## src/rtl/pipeline_hazard_ctrl.sv

```systemverilog
// pipeline_hazard_ctrl
// ---------------------------------------------------------------------------
// Central stall/flush controller for the 5-stage pipeline. Drives the latch
// enables (*_ena) and squash strobes (*_x) for the IF/ID (fl), ID/EX (dl),
// EX/MEM (el) and MEM/WB (ml) latches. It resolves three hazard classes:
//   - load-use: a one-cycle bubble into ID/EX while IF/ID holds;
//   - branch mispredict: IF/ID is squashed for FLUSH_DEPTH cycles, and ID/EX
//     is squashed in the resolving cycle;
//   - data-memory wait: a full freeze of all four latches.
//
// Parameters:
//   FLUSH_DEPTH  total squash cycles on IF/ID after a mispredict (1..7)
//   CNT_W        performance counter width
//
// Ports:
//   stg_clk, reset                  clock, async active-high reset
//   dec_*                           ID stage operand usage
//   ex_*                            EX stage destination / load info
//   br_resolve, br_mispredict       branch outcome from EX
//   mem_req, mem_ready              MEM stage handshake
//   fl/dl/el/ml_ena, fl_x, dl_x     latch enables and squashes (combinational)
//   state                           0=RUN, 1=FLUSH, 2=MEM_WAIT
//   stall_cnt, flush_cnt            saturating performance counters
//
// Configuration macro: HAZARD_PERF_CNT_EN enables the performance counters;
// when it is undefined both counter ports are tied to zero.

module pipeline_hazard_ctrl #(
  parameter int unsigned FLUSH_DEPTH = 2,
  parameter int unsigned CNT_W       = 16
) (
  input  logic             stg_clk,
  input  logic             reset,
  input  logic             dec_valid,
  input  logic [4:0]       dec_rs1,
  input  logic [4:0]       dec_rs2,
  input  logic             dec_rs1_used,
  input  logic             dec_rs2_used,
  input  logic             ex_valid,
  input  logic [4:0]       ex_rd,
  input  logic             ex_save_to_reg,
  input  logic             ex_rd_memory,
  input  logic             br_resolve,
  input  logic             br_mispredict,
  input  logic             mem_req,
  input  logic             mem_ready,
  output logic             fl_ena,
  output logic             dl_ena,
  output logic             el_ena,
  output logic             ml_ena,
  output logic             fl_x,
  output logic             dl_x,
  output logic [1:0]       state,
  output logic [CNT_W-1:0] stall_cnt,
  output logic [CNT_W-1:0] flush_cnt
);

  typedef enum logic [1:0] {
    StRun     = 2'd0,
    StFlush   = 2'd1,
    StMemWait = 2'd2
  } state_e;

  // Cycles left in FLUSH after the resolving cycle.
  localparam logic [2:0] FlushInit = 3'(FLUSH_DEPTH - 1);

  state_e     state_q, state_d;
  logic [2:0] fcnt_q, fcnt_d;

  logic memstall, loaduse, mispred;
  logic rs1_hit, rs2_hit;

  assign memstall = mem_req & ~mem_ready;
  assign mispred  = br_resolve & br_mispredict;
  assign rs1_hit  = dec_rs1_used & (dec_rs1 == ex_rd);
  assign rs2_hit  = dec_rs2_used & (dec_rs2 == ex_rd);
  assign loaduse  = ex_valid & ex_rd_memory & ex_save_to_reg & (ex_rd != 5'd0) &
                    dec_valid & (rs1_hit | rs2_hit);

  always_comb begin
    fl_ena  = 1'b1;
    dl_ena  = 1'b1;
    el_ena  = 1'b1;
    ml_ena  = 1'b1;
    fl_x    = 1'b0;
    dl_x    = 1'b0;
    state_d = state_q;
    fcnt_d  = fcnt_q;

    case (state_q)
      // MEM_WAIT behaves exactly like RUN once memory releases.
      StRun, StMemWait: begin
        if (memstall) begin
          {fl_ena, dl_ena, el_ena, ml_ena} = 4'b0000;
          state_d = StMemWait;
        end else if (mispred) begin
          fl_x = 1'b1;
          dl_x = 1'b1;
          if (FLUSH_DEPTH > 1) begin
            state_d = StFlush;
            fcnt_d  = FlushInit;
          end else begin
            state_d = StRun;
            fcnt_d  = 3'd0;
          end
        end else if (loaduse) begin
          // Hold the dependent instruction in ID, push a bubble into EX.
          fl_ena  = 1'b0;
          dl_x    = 1'b1;
          state_d = StRun;
        end else begin
          state_d = StRun;
        end
      end
      // EX and ID hold squashed slots here, so branch and load-use are moot.
      StFlush: begin
        if (memstall) begin
          {fl_ena, dl_ena, el_ena, ml_ena} = 4'b0000;
        end else begin
          fl_x = 1'b1;
          if (fcnt_q <= 3'd1) begin
            state_d = StRun;
            fcnt_d  = 3'd0;
          end else begin
            fcnt_d = fcnt_q - 3'd1;
          end
        end
      end
      default: begin
        state_d = StRun;
        fcnt_d  = 3'd0;
      end
    endcase

    // Reset forces a full freeze with no squash regardless of state.
    if (reset) begin
      {fl_ena, dl_ena, el_ena, ml_ena} = 4'b0000;
      fl_x = 1'b0;
      dl_x = 1'b0;
    end
  end

  always_ff @(posedge stg_clk or posedge reset) begin
    if (reset) begin
      state_q <= StRun;
      fcnt_q  <= 3'd0;
    end else begin
      state_q <= state_d;
      fcnt_q  <= fcnt_d;
    end
  end

  assign state = state_q;

`ifdef HAZARD_PERF_CNT_EN
  logic [CNT_W-1:0] stall_cnt_q, flush_cnt_q;

  // Saturating counters; reset already forces fl_ena low and fl_x low.
  always_ff @(posedge stg_clk or posedge reset) begin
    if (reset) begin
      stall_cnt_q <= '0;
      flush_cnt_q <= '0;
    end else begin
      if (!fl_ena && (stall_cnt_q != '1)) begin
        stall_cnt_q <= stall_cnt_q + CNT_W'(1);
      end
      if (fl_x && (flush_cnt_q != '1)) begin
        flush_cnt_q <= flush_cnt_q + CNT_W'(1);
      end
    end
  end

  assign stall_cnt = stall_cnt_q;
  assign flush_cnt = flush_cnt_q;
`else
  assign stall_cnt = '0;
  assign flush_cnt = '0;
`endif

endmodule
```

## config.mk

```make
export PLATFORM = sky130hd
export DESIGN_NAME = pipeline_hazard_ctrl
export DESIGN_NICKNAME = d
export VERILOG_FILES = /design/src/rtl/pipeline_hazard_ctrl.sv
export SDC_FILE = /design/constraint.sdc
export NUM_CORES = 1
export LEC_CHECK = 0
export BUFFER_PORTS_ARGS = -buffer_cell sky130_fd_sc_hd__buf_2
export CAP_MARGIN = 40
export CORE_UTILIZATION = 35
export CTS_CLUSTER_SIZE = 25
export DETAILED_ROUTE_END_ITERATION = 8
export PLACE_DENSITY = 0.85
export SYNTH_ARGS = -nofsm -noshare
export SYNTH_HDL_FRONTEND = slang
export SYNTH_SLANG_ARGS = --single-unit
```

## constraint.sdc

```tcl
create_clock -name stg_clk -period 2 [get_ports stg_clk]
set_clock_uncertainty 0.2 [all_clocks]
set_input_delay 0.1 -clock stg_clk [delete_from_list [all_inputs] [get_ports stg_clk]]
set_output_delay 0.1 -clock stg_clk [all_outputs]
set_load 0.01 [all_outputs]
```

==> impl_metrics.py, run 1 <==
metrics = {
    "run_status": {
        "outcome": "finished, final reports clean",
    },
    "timing": {
        "layout_min_cycle_time_ns": 1.86,
        "setup_viol_count_final": 0,
        "final_clock_period_utilization_by_the_worst_path": 0.928,
        "finalMaxSlewViolations": 0,
        "hold_viol_final": 0,
        "fmax_mhz": 539,
        "totalNegativeSetupSlack_ns": 0,
        "unrepaired_setup_endpoints_after_global_routing": "false",
    },
    "power": {
        "vdd_drop_max_uv": 456,
        "internal_power_w": 0.000338,
        "share_clk_of_total_power": 0.209,
        "net-switching-power_w": 0.000233,
        "powerDensity_nw_per_um2": 653,
        "sequentialPowerShare": 0.302,
        "p_leak_nw": 0.494,
        "p_comb_frac": 0.489,
        "fraction_of_power_spent_switching_nets": 0.408,
    },
    "grt": {
        "pin_count_of_the_biggest_net_entering_global_routing": 12,
        "vias_in_the_first_global_route": 604,
        "grt_first_pass_wirelength_um": 2480,
        "antenna_violations_before_repair": 0,
        "remaining_global_route_overflow": 0,
        "grt_util_all_layers": 0.133,
    },
    "clock_network": {
        "cts.reportedPaths.clkPinSlew_ns": 0.04,
        "cts-htree-levels": 1,
        "num_cts_buffers": 3,
        "cts_resized": 0,
        "cts_root_buffer": "clkbuf_4",
        "postCtsSetupRepairBufs": 0,
        "worst_skew_pair.late_latency_ns": 0.25,
        "cts-root-to-sink-buffers": 2,
        "tritoncts_sink_count": 5,
        "cts_tree": "built",
    },
    "cells_and_area": {
        "final_layout_size_suffix_gt1_frac": 0.288,
        "num-nets-final": 162,
        "num_antenna_cells": 0,
        "n_fill_cell": 223,
        "final_util": 0.436,
        "area_growth_pct": 15.4,
    },
    "floorplan": {
        "placement_rows": 16,
        "floorplan.die_area_um2": 2350,
        "initial_core_util": 0.378,
        "ioPinCount": 67,
        "die_w_um": 48.5,
        "core_footprint_um2": 2000,
        "chipHeight_um": 48.5,
    },
    "critical_path": {
        "critical_path_peak_fanout": 11,
        "worstPathRequired_ns": 1.70,
        "setup.worst_path.start_class": "register",
        "startpoint_to_endpoint_class_of_the_critical_path": "reg2out",
        "worstPathArrival_ns": 1.56,
        "cp-end-kind": "output port",
    },
    "yosys": {
        "post-synth-top-area-fraction": 0.337,
        "syn-cell-area_um2": 757,
        "synth.area.mux_share": 0,
        "yosys_most_used_dff": "dfrtp_1",
        "synth-adder-area-share": 0.0331,
        "yosys.area_share.simple": 0.159,
        "synthDominantAreaCellType": "buf_4",
        "yosys_register_bits": 5,
        "synth-xor-area-share": 0.116,
        "netlist-cell-type-count": 33,
        "synth_top_family_by_area": "buffers and inverters",
        "yosys_warnings": 0,
        "synth_compound_gate_area_share": 0.159,
        "postSynth.asyncResetShare": 1.00,
        "postSynthCellCount": 95,
        "number_of_synthesized_flops_with_an_enable_pin": 0,
        "yosysSeqAreaShare": 0.165,
        "synth.area.top_cells": "buf_4, dfrtp_1, xor2_1, ha_1, nand2_1",
        "avgSynthCellArea_um2": 7.97,
    },
    "detailed_routing": {
        "postRouteWirelength_um": 1530,
        "detail_route.iter0.violations": 12,
        "vias": 672,
        "via_per_inst": 4.23,
        "post-route-drc-count": 0,
        "routed_wire_length_per_instance_um": 9.62,
        "number_of_search_and_repair_iterations_in_the_first_detailed_routing_pass": 4,
        "route.antenna.remaining_nets": 0,
    },
    "worst_hold_path": {
        "hold_path.class": "in2reg",
    },
    "placement": {
        "globalplace.congestion": 0.819,
        "hpwlAfterDp_um": 1260,
        "portBuffers": 34,
    },
    "run": {
        "drv.max_cap_violation_count": 0,
    },
}
cell families after synthesis:
| logic type | count (synthesis) |
|---|---|
| compound gates | 16 |
| xor+xnor | 10 |
| fa+ha+maj | 2 |
| buf+inv | 39 |
| flops | 5 |
| other cells | 1 |
| simple gates | 22 |
layout by cell type, fill, tap and decap left out, types with 2 or more instances in the layout:
master	count
dfrtp_1	5
xor2_1	8
xnor2_1	2
nand3_1	2
nand2_1	6
clkbuf_4	3
inv_1	4
o21ai_0	2
conb_1	32
ha_1	2
nand2b_1	2
dlygate4sd3_1	3
nor4_1	3
o21bai_1	2
buf_2	34
nor2_1	3
worst max-delay path, cell delays in order (launching register included):
cell and delay (ns):
dfrtp_1 0.47, and4b_1 0.29, o211a_1 0.18, nand2_1 0.05, o21ai_0 0.16, buf_2 0.16
routing by layer:
| metal | wire length (µm) | track usage |
|---|---|---|
| met1 | 581 | 0.147 |
| met4 | 26 | 0.0441 |
| met2 | 744 | 0.235 |
| met3 | 177 | 0.0472 |
| met5 | 0 | 0 |
worst paths after layout:
| kind | start | end | slack (ns) | cells after the start |
|---|---|---|---|---|
| min | br_resolve | state[0] | 0.008 | 3 |
| max in group asynchronous | reset | fcnt_q[1] | 1.29 | 3 |
| min in group asynchronous | reset | state[0] | 0.13 | 3 |
| max | state[0] | dl_x | 0.14 | 5 |
| min reg2reg | fcnt_q[1] | fcnt_q[1] | 0.31 | 2 |
| max reg2reg | fcnt_q[1] | fcnt_q[0] | 0.32 | 6 |
power groups by stage:
stage | combinational [W] | sequential [W] | clock [W]
finish | 0.000279 | 0.000172 | 0.000119
global route | 0.000314 | 0.000180 | 0.000129
CTS | 0.000280 | 0.000173 | 0.000124
detailed placement | 0.000262 | 0.000176 | 0
global placement | 0.000258 | 0.000174 | 0
floorplan | 0.000245 | 0.000157 | 0
area by class of cell:
type	count	area, µm²	area share
inverters	4	15.0	0.0172
multi-input cells	82	473	0.542
clock buffers	4	26.3	0.0301
flip-flops and latches	5	125	0.143
well taps	27	33.8	0.0387
repair buffers	37	200	0.229
sequential cells by signal, summed over array words and instances (netlist names):
signal,flops
fcnt_q,3
state,2
stage by stage:
| stage | hold slack (ns) | std cells | cell area (µm²) | power (W) | setup WS [ns] |
|---|---|---|---|---|---|
| after detailed placement | -0.165 | 152 | 817 | 0.000438 | 0.340 |
| after floorplan | -0.321 | 126 | 873 | 0.000402 | 0.418 |
| after CTS | 0.00125 | 159 | 873 | 0.000577 | 0.118 |
| after global placement | -0.169 | 152 | 817 | 0.000432 | 0.350 |
| after global routing | 0.0165 | 159 | 873 | 0.000623 | 0.0391 |
| final | 0.00835 | 159 | 873 | 0.000570 | 0.144 |
synth_stat cells (all sizes together), types with 2 or more instances:
| master | n |
|---|---|
| nand3 | 2 |
| xnor2 | 2 |
| and2 | 2 |
| nor4 | 3 |
| inv | 4 |
| nand2b | 2 |
| buf | 35 |
| o21ai | 2 |
| ha | 2 |
| xor2 | 8 |
| nand2 | 6 |
| o21bai | 2 |
| dfrtp | 5 |
| nor2 | 3 |
timing repair:
| action | CTS | global route |
|---|---|---|
| hold buffers | 3 | 0 |
| hold endpoints to repair | 7 | 0 |
| setup endpoints to repair | 0 | 0 |
(Power assumes the default switching activity.)
==> inputs of run 2 (changes only) <==
CTS_BUF_LIST = sky130_fd_sc_hd__clkbuf_2 sky130_fd_sc_hd__clkbuf_4 sky130_fd_sc_hd__clkbuf_8   (was unset)
HOLD_SLACK_MARGIN = 0.08   (was unset)
==> run 2 against run 1 <==
Net effect: final area up 3.9%; via count grew 0.60%; register-to-register slack got worse by 0.03 ns; cell count increased by 1.9%; count of clock-buffer cells in the layout unchanged; utilization rose by 1.7 points; clock power increased by 12%; critical path depth stayed put; maximum frequency down 0.53%; critical endpoint unchanged; sequential power barely moved; flip-flop and latch count is the same.
==> impl_metrics.py, run 2 (same netlist as run 1, synthesis figures left out) <==
metrics = {
    "run_status": {
        "outcome": "finished, final reports clean",
    },
    "clock_network": {
        "num_cts_buffers": 3,
        "cts_resized": 0,
        "postCtsSetupRepairBufs": 0,
        "cts.reportedPaths.clkPinSlew_ns": 0.04,
        "cts-root-to-sink-buffers": 2,
        "cts-htree-levels": 1,
        "worst_skew_pair.late_latency_ns": 0.25,
        "cts_root_buffer": "clkbuf_4",
        "tritoncts_sink_count": 5,
        "cts_tree": "built",
        "cts_hold_buffers": 6,
    },
    "detailed_routing": {
        "vias": 676,
        "via_per_inst": 4.17,
        "detail_route.iter0.violations": 8,
        "postRouteWirelength_um": 1610,
        "routed_wire_length_per_instance_um": 9.91,
        "post-route-drc-count": 0,
        "number_of_search_and_repair_iterations_in_the_first_detailed_routing_pass": 4,
        "route.antenna.remaining_nets": 0,
    },
    "cells_and_area": {
        "area_growth_pct": 19.8,
        "final_layout_size_suffix_gt1_frac": 0.289,
        "largest_reg_flops": 3,
        "num_antenna_cells": 0,
        "mostFrequentLayoutCell": "buf_2",
        "regMostFlops": "fcnt_q",
        "num-nets-final": 165,
        "final_util": 0.453,
        "final_cell_mix": "buf_2, conb_1, xor2_1",
    },
    "grt": {
        "global_route.usage.met1": 0.147,
        "pin_count_of_the_biggest_net_entering_global_routing": 12,
        "antenna_violations_before_repair": 0,
        "remaining_global_route_overflow": 0,
        "grt_first_pass_wirelength_um": 2580,
        "globalRouteMet2Util": 0.261,
        "global_route.usage.met3": 0.0472,
        "vias_in_the_first_global_route": 609,
        "global_route.peak_usage_layer": "met2",
        "grt_util_all_layers": 0.140,
    },
    "timing": {
        "final_clock_period_utilization_by_the_worst_path": 0.933,
        "unrepaired_setup_endpoints_after_global_routing": "false",
        "hold_viol_final": 0,
        "layout_min_cycle_time_ns": 1.87,
        "fmax_mhz": 536,
        "final_critical_path_setup_slack_ns": 0.134,
        "finalMaxSlewViolations": 0,
        "setup_viol_count_final": 0,
        "totalNegativeSetupSlack_ns": 0,
    },
    "floorplan": {
        "ioPinCount": 67,
        "die_w_um": 48.5,
        "placement_rows": 16,
        "core_footprint_um2": 2000,
        "floorplan.die_area_um2": 2350,
        "initial_core_util": 0.378,
        "chipHeight_um": 48.5,
    },
    "placement": {
        "globalplace.congestion": 0.819,
        "portBuffers": 34,
        "place_ws_ns": 0.340,
        "hpwlAfterDp_um": 1260,
    },
    "critical_path": {
        "worstPathRequired_ns": 1.70,
        "critical_path_peak_fanout": 11,
        "worstPathArrival_ns": 1.57,
        "startpoint_to_endpoint_class_of_the_critical_path": "reg2out",
        "setup.worst_path.start_class": "register",
        "cp-end-kind": "output port",
    },
    "power": {
        "vdd_drop_max_uv": 506,
        "total_power_w": 0.000593,
        "p_leak_nw": 0.509,
        "powerDensity_nw_per_um2": 654,
    },
    "run": {
        "drv.max_cap_violation_count": 0,
    },
    "worst_hold_path": {
        "hold_path.class": "in2async",
    },
}
-- run 2: changes by cell type in the layout (fill, tap and decap cells not counted), sizes merged --
cell,delta
dlygate4sd3,+3
-- run 2: layer usage --
layer,vias up,part of all wire
met5,-,0
met4,0,0.011
met3,2,0.11
met2,46,0.51
met1,292,0.37
li1,336,-
-- run 2: area by class of cell --
| class | instances | area (µm²) |
|---|---|---|
| inverter | 4 | 15.0 |
| sequential | 5 | 125 |
| fill | 224 | 1090 |
| clock buffer | 4 | 30.0 |
| timing repair buffer | 40 | 230 |
| multi-input combinational | 82 | 473 |
| tap | 27 | 33.8 |
-- run 2: worst paths after layout --
check / to / start / slack, ns / cells after the start
min in group stg_clk: fcnt_q[1] / mem_ready / 0.14 / 5
min reg2reg: fcnt_q[1] / fcnt_q[1] / 0.31 / 2
max in group asynchronous: fcnt_q[1] / reset / 1.29 / 3
min: state[0] / reset / 0.13 / 3
max: dl_x / state[0] / 0.13 / 5
max reg2reg: fcnt_q[2] / fcnt_q[1] / 0.29 / 6
-- run 2: through the flow --
stage	area [µm²]	instances	hold WS, ns
floorplan	873	126	-0.321
global route	907	162	0.156
finish	907	162	0.129
global placement	817	152	-0.169
CTS	907	162	0.126
detailed placement	817	152	-0.165
-- run 2: critical path, stage by stage (launching register included) --
cell	delay [ns]
dfrtp_1	0.48
and4b_1	0.29
o211a_1	0.18
nand2_1	0.05
o21ai_0	0.16
buf_2	0.16
-- run 2: where the power goes --
part	internal (W)	leakage, nW	total (W)	switching, W
Sequential	0.000131	0.0653	0.000173	0.0000423
Combinational	0.000136	0.425	0.000287	0.000151
Clock	0.0000891	0.0184	0.000133	0.0000436
==> inputs of run 3 (changes only) <==
ABC_CLOCK_PERIOD_IN_PS = 2000   (was unset)
PLACE_DENSITY = 0.83   (was 0.85)
==> run 3 against run 2 <==
Net effect: cell count is the same; global-route usage shrank 0.98 points; non-clock buffer count did not move; total power decreased by 2.1%; utilization unchanged; via count up 3.4%; clock power shrank 6%; critical path depth did not move; flip-flop and latch count stayed put; die area unchanged; critical path type unchanged; critical endpoint is now fl_ena.
==> impl_metrics.py, run 3 (same netlist as run 1, synthesis figures left out) <==
metrics = {
    "floorplan": {
        "placement_rows": 16,
        "floorplan.die_area_um2": 2350,
        "die_w_um": 48.5,
        "ioPinCount": 67,
        "chipHeight_um": 48.5,
        "initial_core_util": 0.378,
        "core_footprint_um2": 2000,
    },
    "detailed_routing": {
        "post-route-drc-count": 0,
        "vias": 699,
        "number_of_search_and_repair_iterations_in_the_first_detailed_routing_pass": 5,
        "route.antenna.remaining_nets": 0,
        "detail_route.iter0.violations": 6,
        "postRouteWirelength_um": 1440,
        "routed_wire_length_per_instance_um": 8.89,
        "via_per_inst": 4.31,
    },
    "cells_and_area": {
        "final_layout_size_suffix_gt1_frac": 0.289,
        "largest_reg_flops": 3,
        "regMostFlops": "fcnt_q",
        "final_cell_mix": "buf_2, conb_1, xor2_1",
        "mostFrequentLayoutCell": "buf_2",
        "num_antenna_cells": 0,
        "area_growth_pct": 19.8,
        "num-nets-final": 165,
    },
    "power": {
        "p_leak_nw": 0.509,
        "internal_power_w": 0.000353,
        "fraction_of_power_spent_switching_nets": 0.392,
        "powerDensity_nw_per_um2": 640,
        "total_power_w": 0.000581,
        "net-switching-power_w": 0.000228,
        "sequentialPowerShare": 0.299,
        "share_clk_of_total_power": 0.216,
        "p_comb_frac": 0.485,
        "vdd_drop_max_uv": 411,
    },
    "critical_path": {
        "setup.worst_path.start_class": "register",
        "cp-end-kind": "output port",
        "startpoint_to_endpoint_class_of_the_critical_path": "reg2out",
        "worstPathArrival_ns": 1.54,
        "worstPathRequired_ns": 1.70,
        "critical_path_peak_fanout": 11,
    },
    "timing": {
        "fmax_mhz": 544,
        "setup_viol_count_final": 0,
        "hold_viol_final": 0,
        "layout_min_cycle_time_ns": 1.84,
        "finalMaxSlewViolations": 0,
        "unrepaired_setup_endpoints_after_global_routing": "false",
        "final_clock_period_utilization_by_the_worst_path": 0.919,
        "totalNegativeSetupSlack_ns": 0,
    },
    "placement": {
        "hpwlAfterDp_um": 1220,
        "portBuffers": 34,
        "globalplace.congestion": 0.760,
    },
    "clock_network": {
        "postCtsSetupRepairBufs": 0,
        "cts-htree-levels": 1,
        "cts_hold_buffers": 6,
        "worst_skew_pair.late_latency_ns": 0.24,
        "cts.reportedPaths.clkPinSlew_ns": 0.04,
        "cts-root-to-sink-buffers": 2,
        "tritoncts_sink_count": 5,
        "cts_resized": 0,
        "num_cts_buffers": 3,
        "cts_tree": "built",
        "cts_root_buffer": "clkbuf_4",
    },
    "worst_hold_path": {
        "hold_path.class": "in2async",
    },
    "grt": {
        "grt_util_all_layers": 0.130,
        "pin_count_of_the_biggest_net_entering_global_routing": 12,
        "antenna_violations_before_repair": 0,
        "vias_in_the_first_global_route": 576,
        "remaining_global_route_overflow": 0,
        "grt_first_pass_wirelength_um": 2390,
    },
    "run": {
        "drv.max_cap_violation_count": 0,
    },
    "run_status": {
        "outcome": "finished, final reports clean",
    },
}
-- run 3: power groups by stage --
stage	combinational (W)	clock [W]	sequential (W)
6_report	0.000282	0.000125	0.000174
2_1_floorplan	0.000245	0	0.000157
3_5_place_dp	0.000261	0	0.000175
3_3_place_gp	0.000249	0	0.000174
5_1_grt	0.000320	0.000140	0.000178
4_1_cts	0.000282	0.000129	0.000173
-- run 3: final cells by class --
type,instances,area [µm²]
multi-input cells,82,473
clock buffers,4,30.0
fillers,209,1090
repair buffers,40,230
flip-flops and latches,5,125
well taps,27,33.8
inverters,4,15.0
-- run 3: stage by stage --
step                cells   util  hold WS [ns]  setup slack [ns]  area [µm²]
finish                162  0.453         0.130             0.162         907
global route          162  0.453         0.139            0.0254         907
CTS                   162  0.453         0.127             0.160         907
detailed placement    152  0.408        -0.170             0.307         817
global placement      152  0.408        -0.169             0.363         817
floorplan             126      -        -0.321             0.418         873
-- run 3: metal layers --
metal	up-vias	global-route usage	share of wire
li1	337	-	-
met1	320	0.140	0.37
met2	36	0.242	0.57
met3	6	0.0189	0.041
met4	0	0.0735	0.026
met5	-	0	0
-- run 3: critical path: stages (launching register included) --
cell     delay, ns
dfrtp_1       0.49
and4b_1       0.30
o211a_1       0.17
nand2_1       0.05
o21a_1        0.16
buf_2         0.13
-- run 3: worst paths after layout --
path                        endpoint       from  slack [ns]  depth (start not counted)
max                           fl_ena   state[0]        0.16                          5
max reg2reg                fcnt_q[2]   state[1]        0.30                          4
min reg2reg                fcnt_q[2]  fcnt_q[2]        0.31                          1
max in group asynchronous   state[0]      reset        1.30                          3
min in group stg_clk        state[0]  mem_ready        0.15                          3
min                        fcnt_q[2]      reset        0.13                          3
